==> src/rtl/control_fsm_if.sv <==
// Control bundle between the multicycle controller and its datapath.
// master = controller (drives control fields), slave = datapath (drives opcode and flags).
interface control_fsm_if;
  logic [6:0] op;
  logic       Zero;
  logic       PCWrite;
  logic       AdrSrc;
  logic       MemWrite;
  logic       IRWrite;
  logic [1:0] ResultSrc;
  logic [1:0] ALUSrcA;
  logic [1:0] ALUSrcB;
  logic       RegWrite;
  logic [1:0] ALUOp;
  logic [1:0] ImmSrc;
  logic [3:0] state;

  modport master (
    input  op, Zero,
    output PCWrite, AdrSrc, MemWrite, IRWrite, ResultSrc, ALUSrcA, ALUSrcB,
           RegWrite, ALUOp, ImmSrc, state
  );

  modport slave (
    output op, Zero,
    input  PCWrite, AdrSrc, MemWrite, IRWrite, ResultSrc, ALUSrcA, ALUSrcB,
           RegWrite, ALUOp, ImmSrc, state
  );
endinterface

==> src/rtl/control_fsm.sv <==
// Moore controller for a multicycle RISC-V subset (lw/sw/R/I/beq/jal); outputs registered
// alongside state, except PCWrite (branch AND Zero) and ImmSrc (decoded from op).
module control_fsm (
  input  logic          clk,
  input  logic          rst,
  control_fsm_if.master bus
);
  typedef enum logic [3:0] {
    FETCH    = 4'd0,
    DECODE   = 4'd1,
    MEMADR   = 4'd2,
    MEMREAD  = 4'd3,
    MEMWB    = 4'd4,
    MEMWRITE = 4'd5,
    EXECUTER = 4'd6,
    EXECUTEI = 4'd7,
    ALUWB    = 4'd8,
    BEQ      = 4'd9,
    JAL      = 4'd10
  } state_e;

  typedef struct packed {
    logic       pc_update;
    logic       branch;
    logic       adr_src;
    logic       mem_write;
    logic       ir_write;
    logic [1:0] result_src;
    logic [1:0] alu_src_a;
    logic [1:0] alu_src_b;
    logic       reg_write;
    logic [1:0] alu_op;
  } ctrl_t;

  localparam logic [6:0] OP_LW  = 7'b0000011;
  localparam logic [6:0] OP_SW  = 7'b0100011;
  localparam logic [6:0] OP_R   = 7'b0110011;
  localparam logic [6:0] OP_I   = 7'b0010011;
  localparam logic [6:0] OP_BEQ = 7'b1100011;
  localparam logic [6:0] OP_JAL = 7'b1101111;

  // FETCH selects with the PC and IR enables held off while in reset.
  localparam ctrl_t CTRL_RST = '{
    pc_update: 1'b0, branch: 1'b0, adr_src: 1'b0, mem_write: 1'b0, ir_write: 1'b0,
    result_src: 2'b10, alu_src_a: 2'b00, alu_src_b: 2'b10, reg_write: 1'b0, alu_op: 2'b00
  };

  state_e state_q, state_d;
  ctrl_t  ctrl_q, ctrl_d;
  logic   run_q, run_d;

  // The first edge out of reset re-enters FETCH so its enables get a full cycle.
  always_comb begin
    run_d   = 1'b1;
    state_d = FETCH;
    if (run_q) begin
      case (state_q)
        FETCH:  state_d = DECODE;
        DECODE: begin
          case (bus.op)
            OP_LW, OP_SW: state_d = MEMADR;
            OP_R:         state_d = EXECUTER;
            OP_I:         state_d = EXECUTEI;
            OP_BEQ:       state_d = BEQ;
            OP_JAL:       state_d = JAL;
            default:      state_d = FETCH;
          endcase
        end
        MEMADR: begin
          if (bus.op == OP_LW)      state_d = MEMREAD;
          else if (bus.op == OP_SW) state_d = MEMWRITE;
          else                      state_d = FETCH;
        end
        MEMREAD:  state_d = MEMWB;
        EXECUTER: state_d = ALUWB;
        EXECUTEI: state_d = ALUWB;
        JAL:      state_d = ALUWB;
        default:  state_d = FETCH;
      endcase
    end
  end

  always_comb begin
    ctrl_d = '0;
    case (state_d)
      FETCH: begin
        ctrl_d.ir_write   = 1'b1;
        ctrl_d.alu_src_b  = 2'b10;
        ctrl_d.result_src = 2'b10;
        ctrl_d.pc_update  = 1'b1;
      end
      DECODE: begin
        ctrl_d.alu_src_a = 2'b01;
        ctrl_d.alu_src_b = 2'b01;
      end
      MEMADR: begin
        ctrl_d.alu_src_a = 2'b10;
        ctrl_d.alu_src_b = 2'b01;
      end
      MEMREAD: ctrl_d.adr_src = 1'b1;
      MEMWB: begin
        ctrl_d.result_src = 2'b01;
        ctrl_d.reg_write  = 1'b1;
      end
      MEMWRITE: begin
        ctrl_d.adr_src   = 1'b1;
        ctrl_d.mem_write = 1'b1;
      end
      EXECUTER: begin
        ctrl_d.alu_src_a = 2'b10;
        ctrl_d.alu_op    = 2'b10;
      end
      EXECUTEI: begin
        ctrl_d.alu_src_a = 2'b10;
        ctrl_d.alu_src_b = 2'b01;
        ctrl_d.alu_op    = 2'b10;
      end
      ALUWB: ctrl_d.reg_write = 1'b1;
      BEQ: begin
        ctrl_d.alu_src_a = 2'b10;
        ctrl_d.alu_op    = 2'b01;
        ctrl_d.branch    = 1'b1;
      end
      JAL: begin
        ctrl_d.alu_src_a = 2'b01;
        ctrl_d.alu_src_b = 2'b10;
        ctrl_d.pc_update = 1'b1;
      end
      default: ctrl_d = '0;
    endcase
  end

  always_ff @(posedge clk) begin
    if (!rst) begin
      state_q <= FETCH;
      run_q   <= 1'b0;
      ctrl_q  <= CTRL_RST;
    end else begin
      state_q <= state_d;
      run_q   <= run_d;
      ctrl_q  <= ctrl_d;
    end
  end

  always_comb begin
    case (bus.op)
      OP_SW:   bus.ImmSrc = 2'b01;
      OP_BEQ:  bus.ImmSrc = 2'b10;
      OP_JAL:  bus.ImmSrc = 2'b11;
      default: bus.ImmSrc = 2'b00;
    endcase
  end

  assign bus.PCWrite   = ctrl_q.pc_update | (ctrl_q.branch & bus.Zero);
  assign bus.AdrSrc    = ctrl_q.adr_src;
  assign bus.MemWrite  = ctrl_q.mem_write;
  assign bus.IRWrite   = ctrl_q.ir_write;
  assign bus.ResultSrc = ctrl_q.result_src;
  assign bus.ALUSrcA   = ctrl_q.alu_src_a;
  assign bus.ALUSrcB   = ctrl_q.alu_src_b;
  assign bus.RegWrite  = ctrl_q.reg_write;
  assign bus.ALUOp     = ctrl_q.alu_op;
  assign bus.state     = state_q;
endmodule
==> src/flat_wrapper.sv <==
// flat-port wrapper written by rule: the top's interface ports become plain ports
module control_fsm_flat 
  (clk, rst, bus_op, bus_Zero, bus_PCWrite, bus_AdrSrc, bus_MemWrite, bus_IRWrite, bus_ResultSrc, bus_ALUSrcA, bus_ALUSrcB, bus_RegWrite, bus_ALUOp, bus_ImmSrc, bus_state);
  control_fsm_if bus_i ();
  input  logic clk;
  input  logic rst;
  input wire logic [$bits(bus_i.op)-1:0] bus_op;
  input wire logic [$bits(bus_i.Zero)-1:0] bus_Zero;
  output wire logic [$bits(bus_i.PCWrite)-1:0] bus_PCWrite;
  output wire logic [$bits(bus_i.AdrSrc)-1:0] bus_AdrSrc;
  output wire logic [$bits(bus_i.MemWrite)-1:0] bus_MemWrite;
  output wire logic [$bits(bus_i.IRWrite)-1:0] bus_IRWrite;
  output wire logic [$bits(bus_i.ResultSrc)-1:0] bus_ResultSrc;
  output wire logic [$bits(bus_i.ALUSrcA)-1:0] bus_ALUSrcA;
  output wire logic [$bits(bus_i.ALUSrcB)-1:0] bus_ALUSrcB;
  output wire logic [$bits(bus_i.RegWrite)-1:0] bus_RegWrite;
  output wire logic [$bits(bus_i.ALUOp)-1:0] bus_ALUOp;
  output wire logic [$bits(bus_i.ImmSrc)-1:0] bus_ImmSrc;
  output wire logic [$bits(bus_i.state)-1:0] bus_state;
  assign bus_i.op = bus_op;
  assign bus_i.Zero = bus_Zero;
  assign bus_PCWrite = bus_i.PCWrite;
  assign bus_AdrSrc = bus_i.AdrSrc;
  assign bus_MemWrite = bus_i.MemWrite;
  assign bus_IRWrite = bus_i.IRWrite;
  assign bus_ResultSrc = bus_i.ResultSrc;
  assign bus_ALUSrcA = bus_i.ALUSrcA;
  assign bus_ALUSrcB = bus_i.ALUSrcB;
  assign bus_RegWrite = bus_i.RegWrite;
  assign bus_ALUOp = bus_i.ALUOp;
  assign bus_ImmSrc = bus_i.ImmSrc;
  assign bus_state = bus_i.state;
  control_fsm u_core (.clk(clk), .rst(rst), .bus(bus_i));
endmodule
==> config.mk <==
export PLATFORM = sky130hd
export DESIGN_NAME = control_fsm_flat
export DESIGN_NICKNAME = d
export VERILOG_FILES = /design/src/rtl/control_fsm_if.sv /design/src/rtl/control_fsm.sv /design/src/flat_wrapper.sv
export SDC_FILE = /design/constraint.sdc
export NUM_CORES = 1
export LEC_CHECK = 0
export ABC_AREA = 1
export BUFFER_PORTS_ARGS = -buffer_cell sky130_fd_sc_hd__buf_2
export CAP_MARGIN = 10
export CORE_AREA = 4 4 67 69
export CTS_BUF_LIST = sky130_fd_sc_hd__clkbuf_8 sky130_fd_sc_hd__clkbuf_16
export DETAILED_ROUTE_END_ITERATION = 8
export DIE_AREA = 0 0 71 73
export PLACE_DENSITY = 0.45
export RECOVER_POWER = 50
export SYNTH_ARGS = -nofsm -noshare
export SYNTH_HDL_FRONTEND = slang
export SYNTH_SLANG_ARGS = --single-unit
==> constraint.sdc <==
create_clock -name clk -period 1.35 [get_ports clk]
set_input_delay 0.2025 -clock clk [delete_from_list [all_inputs] [get_ports clk]]
set_output_delay 0.2025 -clock clk [all_outputs]
set_load 0.01 [all_outputs]
==> impl_metrics.toml, run 1 <==
[yosys]
synthTopCellsByArea = "dfxtp_1 (41%), nand2_1 (10%), nand3_1 (6.4%)"
netlist_top_cells_count = "nand2_1 (26), dfxtp_1 (19), nand3_1 (12)"
synth_top_area_cell = "dfxtp_1"
syn_area_um2 = 937.1
async_flop_share_pct = 0
synth_cell_type_count = 20
synth_top_area_share_pct = 40.59
synthCells = 123
synth.avg_cell_area_um2 = 7.619
synth_nets = 133
seq_area_frac_synth_pct = 40.59
synth-edff-count = 0
synth.most_common_cell = "nand2_1"
ys_warn_count = 0
ys_seq_elements = 19
synthFlopType = "dfxtp_1"

[floorplanning]
die_w_um = 71
dieArea_um2 = 5183
initial_core_util_pct = 23.95
core_area_um2 = 3914
fp.dieH_um = 73
io_pins = 29
fp-row-count = 23

[sta]
fin_skew_ps = 1.108
timing.final.crit_share_pct = 105.6
tns_ps = -390.9
setup_viol = 8
fin_ws_ps = -76.15
slew_violations = 0
max_slew_margin_pct = 80.77
rsz0062_at_grt = "yes"
clock.fmax_mhz = 701.2
tightest_slew_ps = 288.4
min_period_ps = 1426
hold_viol_final = 0

[run]
maxCapViolCount = 0

[worst_setup_path]
critPathMaxStageDelay_ps = 340
cp-end-kind = "flip-flop"
slowest_stage = "dfxtp_2"
path_cells = "nor2_4, inv_4, nor2_4, nand3_2, nand2_2, nand3_4, inv_4, nand3_2, nand3_1"
crit_fanout = 5
worstPathArrival_ps = 1620
crit_type = "flip-flop to flip-flop"
critPathBufInv = 2
cp_top_family = "simple AND/OR/NAND/NOR gates"
worstSetupStartpointType = "flip-flop"
required_ps = 1540

[min_path]
hold_path.class = "primary input to flip-flop"

[global_route]
grt_start_max_net_pins = 12
grt_pass1_wl_um = 3795
antenna_found_initial = 0
grt_pass1_vias = 897
grt_usage_pct = 9.353
grt-ovfl-total = 0

[cells_and_area]
layout.nets = 174
multi_input_area_um2 = 546.8
drive_gt1_share_pct = 54.60
ff_latch_area_um2 = 386.6
area_delta_synth_final_pct = 46.19
fillers = 436
diodes = 0

[placed_design]
post-place-ws_ps = -111.0
place_congestion = 0.8036
portBuffers = 28
dp_hpwl_um = 1741

[detailed_routing]
drc = 0
ant_nets = 0
drtIter0Drc = 35
wire_per_inst_um = 10.34
via_per_inst = 4.160
vias = 886
drt_wl_total_um = 2202
dr.pass1.iters = 4

[cts]
clk_latency_ps = 250
hold_buffers = 0
htreeDepth = 1
clock_path_buffers = 2
clk_pin_slew_ps = 70
clock_sinks = 19
cts-root-buf = "clkbuf_8"
cts_tree = "built"
cts_made_buffers = 3

[run_status]
status = "finished, violations left"
violations = "setup timing"

[power_and_ir_drop]
ir_worst_vdd_v = 0.0002944
p_per_area_nw_per_um2 = 810.4
p_leak_uw = 0.0006818
metrics by stage:
stage	hold slack, ps	instance area [um^2]	instances	total power (uW)	utilization (%)
finish	197.3	1370	213	1110	35.01
global placement	440.5	1177	206	718.9	30.08
CTS	169.8	1245	210	1122	31.81
floorplan	230.2	937.1	123	670.6	-
global route	193.0	1370	213	1169	35.01
detailed placement	443.6	1177	206	720.7	30.08
sequential cells by signal, indices dropped and copies added (netlist names), 2 cells and up:
signal,flops
u_core.bus.ALUSrcA,2
u_core.ctrl_q,2
u_core.bus.ALUOp,2
u_core.bus.state,4
u_core.bus.ResultSrc,2
u_core.bus.ALUSrcB,2
cell usage in the layout, fill, tap and decap left out, drive strengths merged:
cell type	netlist	layout
a21oi	2	2
nor3	2	2
buf	8	44
or2	1	1
nand4	4	4
a21o	1	1
dfxtp	19	19
nand3b	1	1
nor2	18	18
nand3	16	16
clkinv	0	1
clkbuf	0	3
o21ai	7	7
nand2	29	29
inv	15	15
final timing paths:
check / start / endpoint / slack (ps) / cells after the start
min reg2reg: u_core.run_q$_DFF_P_ / u_core.bus.state[1]$_SDFF_PN0_ / 550 / 2
max: u_core.bus.state[3]$_SDFF_PN0_ / u_core.bus.ALUSrcB[1]$_SDFF_PN1_ / -80 / 9
max reg2reg: u_core.bus.state[3]$_SDFF_PN0_ / u_core.bus.ALUSrcB[1]$_SDFF_PN1_ / -80 / 9
min: rst / u_core.run_q$_DFF_P_ / 200 / 1
worst register-to-register path: cells and delay by family, from the launching register on:
kind | cells | cell delay [ps]
buffers and inverters | 2 | 160
AND/OR/NAND/NOR | 7 | 870
flip-flops | 1 | 340
logic make-up after synthesis:
family | Yosys count | share of synthesized area, %
buffers and inverters | 23 | 12.42
AOI/OAI and AO/OA | 10 | 7.209
and+or+nand+nor | 71 | 39.79
DFF | 19 | 40.59
routing by layer:
metal	vias to the layer above	share of wire [%]	global-route usage, %
met5	-	0	0
met4	0	3.5	6.263
met3	7	5.9	1.928
met2	28	49	16.17
met1	384	41	10.33
li1	467	-	-
timing repair:
| action | 4_1_cts | 5_1_grt |
|---|---|---|
| pin swaps | 3 | 12 |
| setup endpoints to repair | 10 | 17 |
| buffers inserted | 0 | 3 |
| gates resized for setup | 6 | 24 |
final cells by class:
class / instances / share of cell area [%]
clock inverter: 1 / 0.3653
multi-input combinational: 81 / 39.91
inverter: 15 / 4.658
clock buffer: 3 / 3.014
sequential: 19 / 28.22
tap: 50 / 4.566
timing repair buffer: 44 / 19.27
power breakdown:
part	switching [uW]	total [uW]	leakage [uW]	internal [uW]
Clock	182	387	0.0000255	205
Sequential	6.17	581	0.000157	574
Combinational	84.3	142	0.000499	58.0
Power figures use the tool's default switching activity.
==> inputs of run 2 (changes only) <==
- PLACE_DENSITY: 0.45 -> 0.44
- clock period: 1.35 -> 1.32 ns (I/O delays scaled with it)
==> run 2 against run 1 <==
The run still ends with setup timing left. Sequential power increased by 2%. Final area grew 0.37%. Flip-flop and latch count did not move. First-iteration DRC count is 20% lower. Final cell count increased by 1.9%. Global-route usage shrank 0.39 points. Non-clock buffer count increased by 4. Combinational power increased by 4%. Critical endpoint unchanged. Largest power group unchanged.
==> impl_metrics.toml, run 2 (same netlist as run 1, synthesis figures left out) <==
[global_route]
grt_usage_pct = 8.960
grt_start_max_net_pins = 11
grt-ovfl-total = 0
grt_pass1_vias = 871
antenna_found_initial = 0
grt_pass1_wl_um = 3719

[sta]
slew_violations = 0
min_period_ps = 1386
rsz0062_at_grt = "yes"
hold_viol_final = 0
tightest_slew_ps = 287.2
fin_ws_ps = -65.62
timing.final.crit_share_pct = 105.0
fin_skew_ps = 1.756
holdWs_ps = 177.0
max_slew_margin_pct = 80.85
clock.fmax_mhz = 721.7
setup_viol = 12

[worst_setup_path]
worstSetupStartpointType = "flip-flop"
rr_startpoint = "u_core.bus.state[2]$_SDFF_PN0_"
crit_path_start = "u_core.bus.state[2]$_SDFF_PN0_"
cp-end-kind = "flip-flop"
worstPathArrival_ps = 1530
crit_fanout = 5
worstRegToRegCells = 8
required_ps = 1460
crit_type = "flip-flop to flip-flop"

[detailed_routing]
vias = 912
drt_wl_total_um = 2183
drtIter0Drc = 28
dr.pass1.iters = 4
drc = 0
via_per_inst = 4.203
wire_per_inst_um = 10.06
ant_nets = 0

[cts]
clk_latency_ps = 260
cts-root-buf = "clkbuf_8"
clock_sinks = 19
cts_tree = "built"
htreeDepth = 1
cts_made_buffers = 3
clk_pin_slew_ps = 70
hold_buffers = 0
clock_path_buffers = 2

[floorplanning]
core_area_um2 = 3914
initial_core_util_pct = 23.95
fp.dieH_um = 73
io_pins = 29
dieArea_um2 = 5183
fp-row-count = 23
die_w_um = 71

[cells_and_area]
layout.nets = 178
fillers = 442
diodes = 0
final_common_cell = "nand2_1"
largest_reg_flops = 4
area_delta_synth_final_pct = 46.73
final_cell_mix = "nand2_1 (24), buf_2 (19), buf_4 (17)"
final_area_um2 = 1375
drive_gt1_share_pct = 49.10

[min_path]
hold_start = "rst"
hold_path.class = "primary input to flip-flop"
holdPathStages = 1

[power_and_ir_drop]
p_leak_uw = 0.0006697
ir_worst_vdd_v = 0.0002929
p_per_area_nw_per_um2 = 826.1
power.total_uw = 1136

[placed_design]
dp_hpwl_um = 1708
place_congestion = 0.8234
placed_cell_area_um2 = 1226
portBuffers = 28
post-place-ws_ps = -122.6

[run_status]
violations = "setup timing"
status = "finished, violations left"

[run]
maxCapViolCount = 0
==> run 2: changes by cell type in the layout (fill, tap and decap cells not counted), sizes merged <==
cell and delta:
clkinv -1, buf -5, inv +1, clkbuf +9
==> run 2: power by group <==
group / switching (uW) / internal [uW]
logic: 83.9 / 62.9
registers: 5.95 / 588
clock network: 188 / 207
==> run 2: final cells by class <==
class | count | area (um^2) | area share, %
well taps | 50 | 62.56 | 4.550
inverters | 15 | 61.31 | 4.459
flip-flops and latches | 19 | 387.9 | 28.21
repair buffers | 48 | 290.3 | 21.11
clock buffers | 3 | 41.29 | 3.003
multi-input cells | 81 | 528.0 | 38.40
clock inverters | 1 | 3.754 | 0.2730
==> run 2: stage by stage <==
step	setup TNS [ps]	util [%]	instances
floorplan	0	-	123
global placement	-1055	31.33	211
detailed placement	-866.1	31.33	211
CTS	-681.1	34.11	216
global route	-1915	35.13	217
finish	-533.6	35.13	217
==> run 2: final timing paths <==
kind	slack (ps)	to
worst max-delay path	-70	u_core.bus.ALUSrcB[1]$_SDFF_PN1_
worst min-delay path	180	u_core.run_q$_DFF_P_
worst max register to register	-70	u_core.bus.ALUSrcB[1]$_SDFF_PN1_
worst min register to register	630	u_core.bus.state[1]$_SDFF_PN0_
==> run 2: what timing repair did <==
| action | CTS | global route |
|---|---|---|
| gates resized for setup | 14 | 11 |
| buffers inserted | 1 | 2 |
| cloned | 0 | 0 |
| pin swaps | 9 | 7 |
| setup endpoints to repair | 13 | 18 |
==> run 2: critical path, stage by stage, from the launching register on <==
cell and delay [ps]:
dfxtp_2 330, nor2_4 150, inv_4 70, nor2_4 150, nand3_2 120, nand2_4 120, o21ai_4 80, nand4_1 150
nand3_1 80
==> run 2: routing by layer <==
metal	global-route usage [%]	wire [um]
met1	9.950	937
met2	15.96	1057
met3	2.204	144
met4	4.384	44
met5	0	0
==> inputs of run 3 (changes only) <==
- SKIP_LAST_GASP: default -> 1
==> run 3 against run 2 <==
The flow still finishes with violations (setup timing). Wire length did not move. Clock skew unchanged. Register-to-register slack is essentially flat. Critical path type unchanged. Global-route usage stayed put. Die area did not move.
==> impl_metrics.toml, run 3 (same netlist as run 1, synthesis figures left out) <==
[run_status]
status = "finished, violations left"
violations = "setup timing"

[global_route]
grt_pass1_wl_um = 3719
grt_pass1_vias = 871
grt-ovfl-total = 0
antenna_found_initial = 0
grt_usage_pct = 8.960
grt_start_max_net_pins = 11

[sta]
tns_ps = -533.6
tightest_slew_ps = 287.2
fin_skew_ps = 1.756
timing.final.crit_share_pct = 105.0
fin_ws_ps = -65.62
hold_viol_final = 0
clock.fmax_mhz = 721.7
max_slew_margin_pct = 80.85
min_period_ps = 1386
setup_viol = 12
rsz0062_at_grt = "yes"
slew_violations = 0

[placed_design]
place_congestion = 0.8234
post-place-ws_ps = -122.6
placedCellCount = 211
portBuffers = 28
dp_hpwl_um = 1708

[cells_and_area]
drive_gt1_share_pct = 49.10
fillers = 442
final_cell_mix = "nand2_1 (24), buf_2 (19), buf_4 (17)"
area_delta_synth_final_pct = 46.73
largest_reg_flops = 4
diodes = 0
layout.nets = 178
stdcell_count = 217
final_common_cell = "nand2_1"

[worst_setup_path]
rr_startpoint = "u_core.bus.state[2]$_SDFF_PN0_"
worstPathArrival_ps = 1530
crit_fanout = 5
required_ps = 1460
worstRegToRegCells = 8
cp-end-kind = "flip-flop"
crit_type = "flip-flop to flip-flop"
ff2ff_setup_slack_ps = -70
critPathCapture = "u_core.bus.ALUSrcB[1]$_SDFF_PN1_"
crit_path_start = "u_core.bus.state[2]$_SDFF_PN0_"
r2r-end = "u_core.bus.ALUSrcB[1]$_SDFF_PN1_"
worstSetupStartpointType = "flip-flop"

[floorplanning]
io_pins = 29
die_w_um = 71
initial_core_util_pct = 23.95
fp.dieH_um = 73
fp-row-count = 23
dieArea_um2 = 5183
core_area_um2 = 3914

[detailed_routing]
via_per_inst = 4.203
vias = 912
dr.pass1.iters = 4
drc = 0
drt_wl_total_um = 2183
drtIter0Drc = 20
wire_per_inst_um = 10.06
ant_nets = 0

[power_and_ir_drop]
p_leak_uw = 0.0006697
ir_worst_vdd_v = 0.0002929
power.total_uw = 1136
p_per_area_nw_per_um2 = 826.1

[run]
maxCapViolCount = 0

[cts]
clk_pin_slew_ps = 70
clock_path_buffers = 2
cts_tree = "built"
clock_sinks = 19
htreeDepth = 1
cts-root-buf = "clkbuf_8"
cts_made_buffers = 3
hold_buffers = 0
clk_latency_ps = 260

[min_path]
hold_path.class = "primary input to flip-flop"
[run 3: cell counts in the layout (fill, tap and decap cells not counted)]
No cell type changed its count.
[run 3: cell type report]
type	count	area [um^2]	area share, %
repair buffers	48	290.3	21.11
inverters	15	61.31	4.459
multi-input cells	81	528.0	38.40
clock inverters	1	3.754	0.2730
clock buffers	3	41.29	3.003
well taps	50	62.56	4.550
flip-flops and latches	19	387.9	28.21
[run 3: power breakdown]
part	internal, uW	leakage (uW)	switching (uW)	total [uW]
clock network	207	0.0000269	188	395
logic	62.9	0.000485	83.9	147
registers	588	0.000158	5.95	594
total	858	0.000670	278	1140
[run 3: routing by layer]
metal	wire length [um]	GRT usage, %
met4	44	4.384
met2	1057	15.96
met3	144	2.204
met1	937	9.950
met5	0	0
[run 3: what timing repair did]
item | CTS | global route
endpoints found under the setup margin | 13 | 18
pin swaps | 9 | 7
resized for setup | 14 | 11
buffers inserted | 1 | 2
[run 3: how the worst min path moves through the flow]
stage	depth (start not counted)	from	end	slack, ps
global placement	1	rst	u_core.run_q$_DFF_P_	430
detailed placement	1	rst	u_core.run_q$_DFF_P_	430
CTS	1	rst	u_core.run_q$_DFF_P_	170
finish	1	rst	u_core.run_q$_DFF_P_	180
floorplan	0	rst	u_core.run_q$_DFF_P_	230
global route	1	rst	u_core.run_q$_DFF_P_	180
[run 3: stage by stage]
stage	area, um^2	util, %	hold WS (ps)
6_report	1375	35.13	177.0
3_3_place_gp	1226	31.33	430.5
2_1_floorplan	948.4	-	225.7
3_5_place_dp	1226	31.33	433.5
5_1_grt	1375	35.13	184.7
4_1_cts	1335	34.11	171.0
[run 3: worst max-delay path, stage by stage, from the launching register on]
cell	delay, ps
dfxtp_2	330
nor2_4	150
inv_4	70
nor2_4	150
nand3_2	120
nand2_4	120
o21ai_4	80
nand4_1	150
nand3_1	80
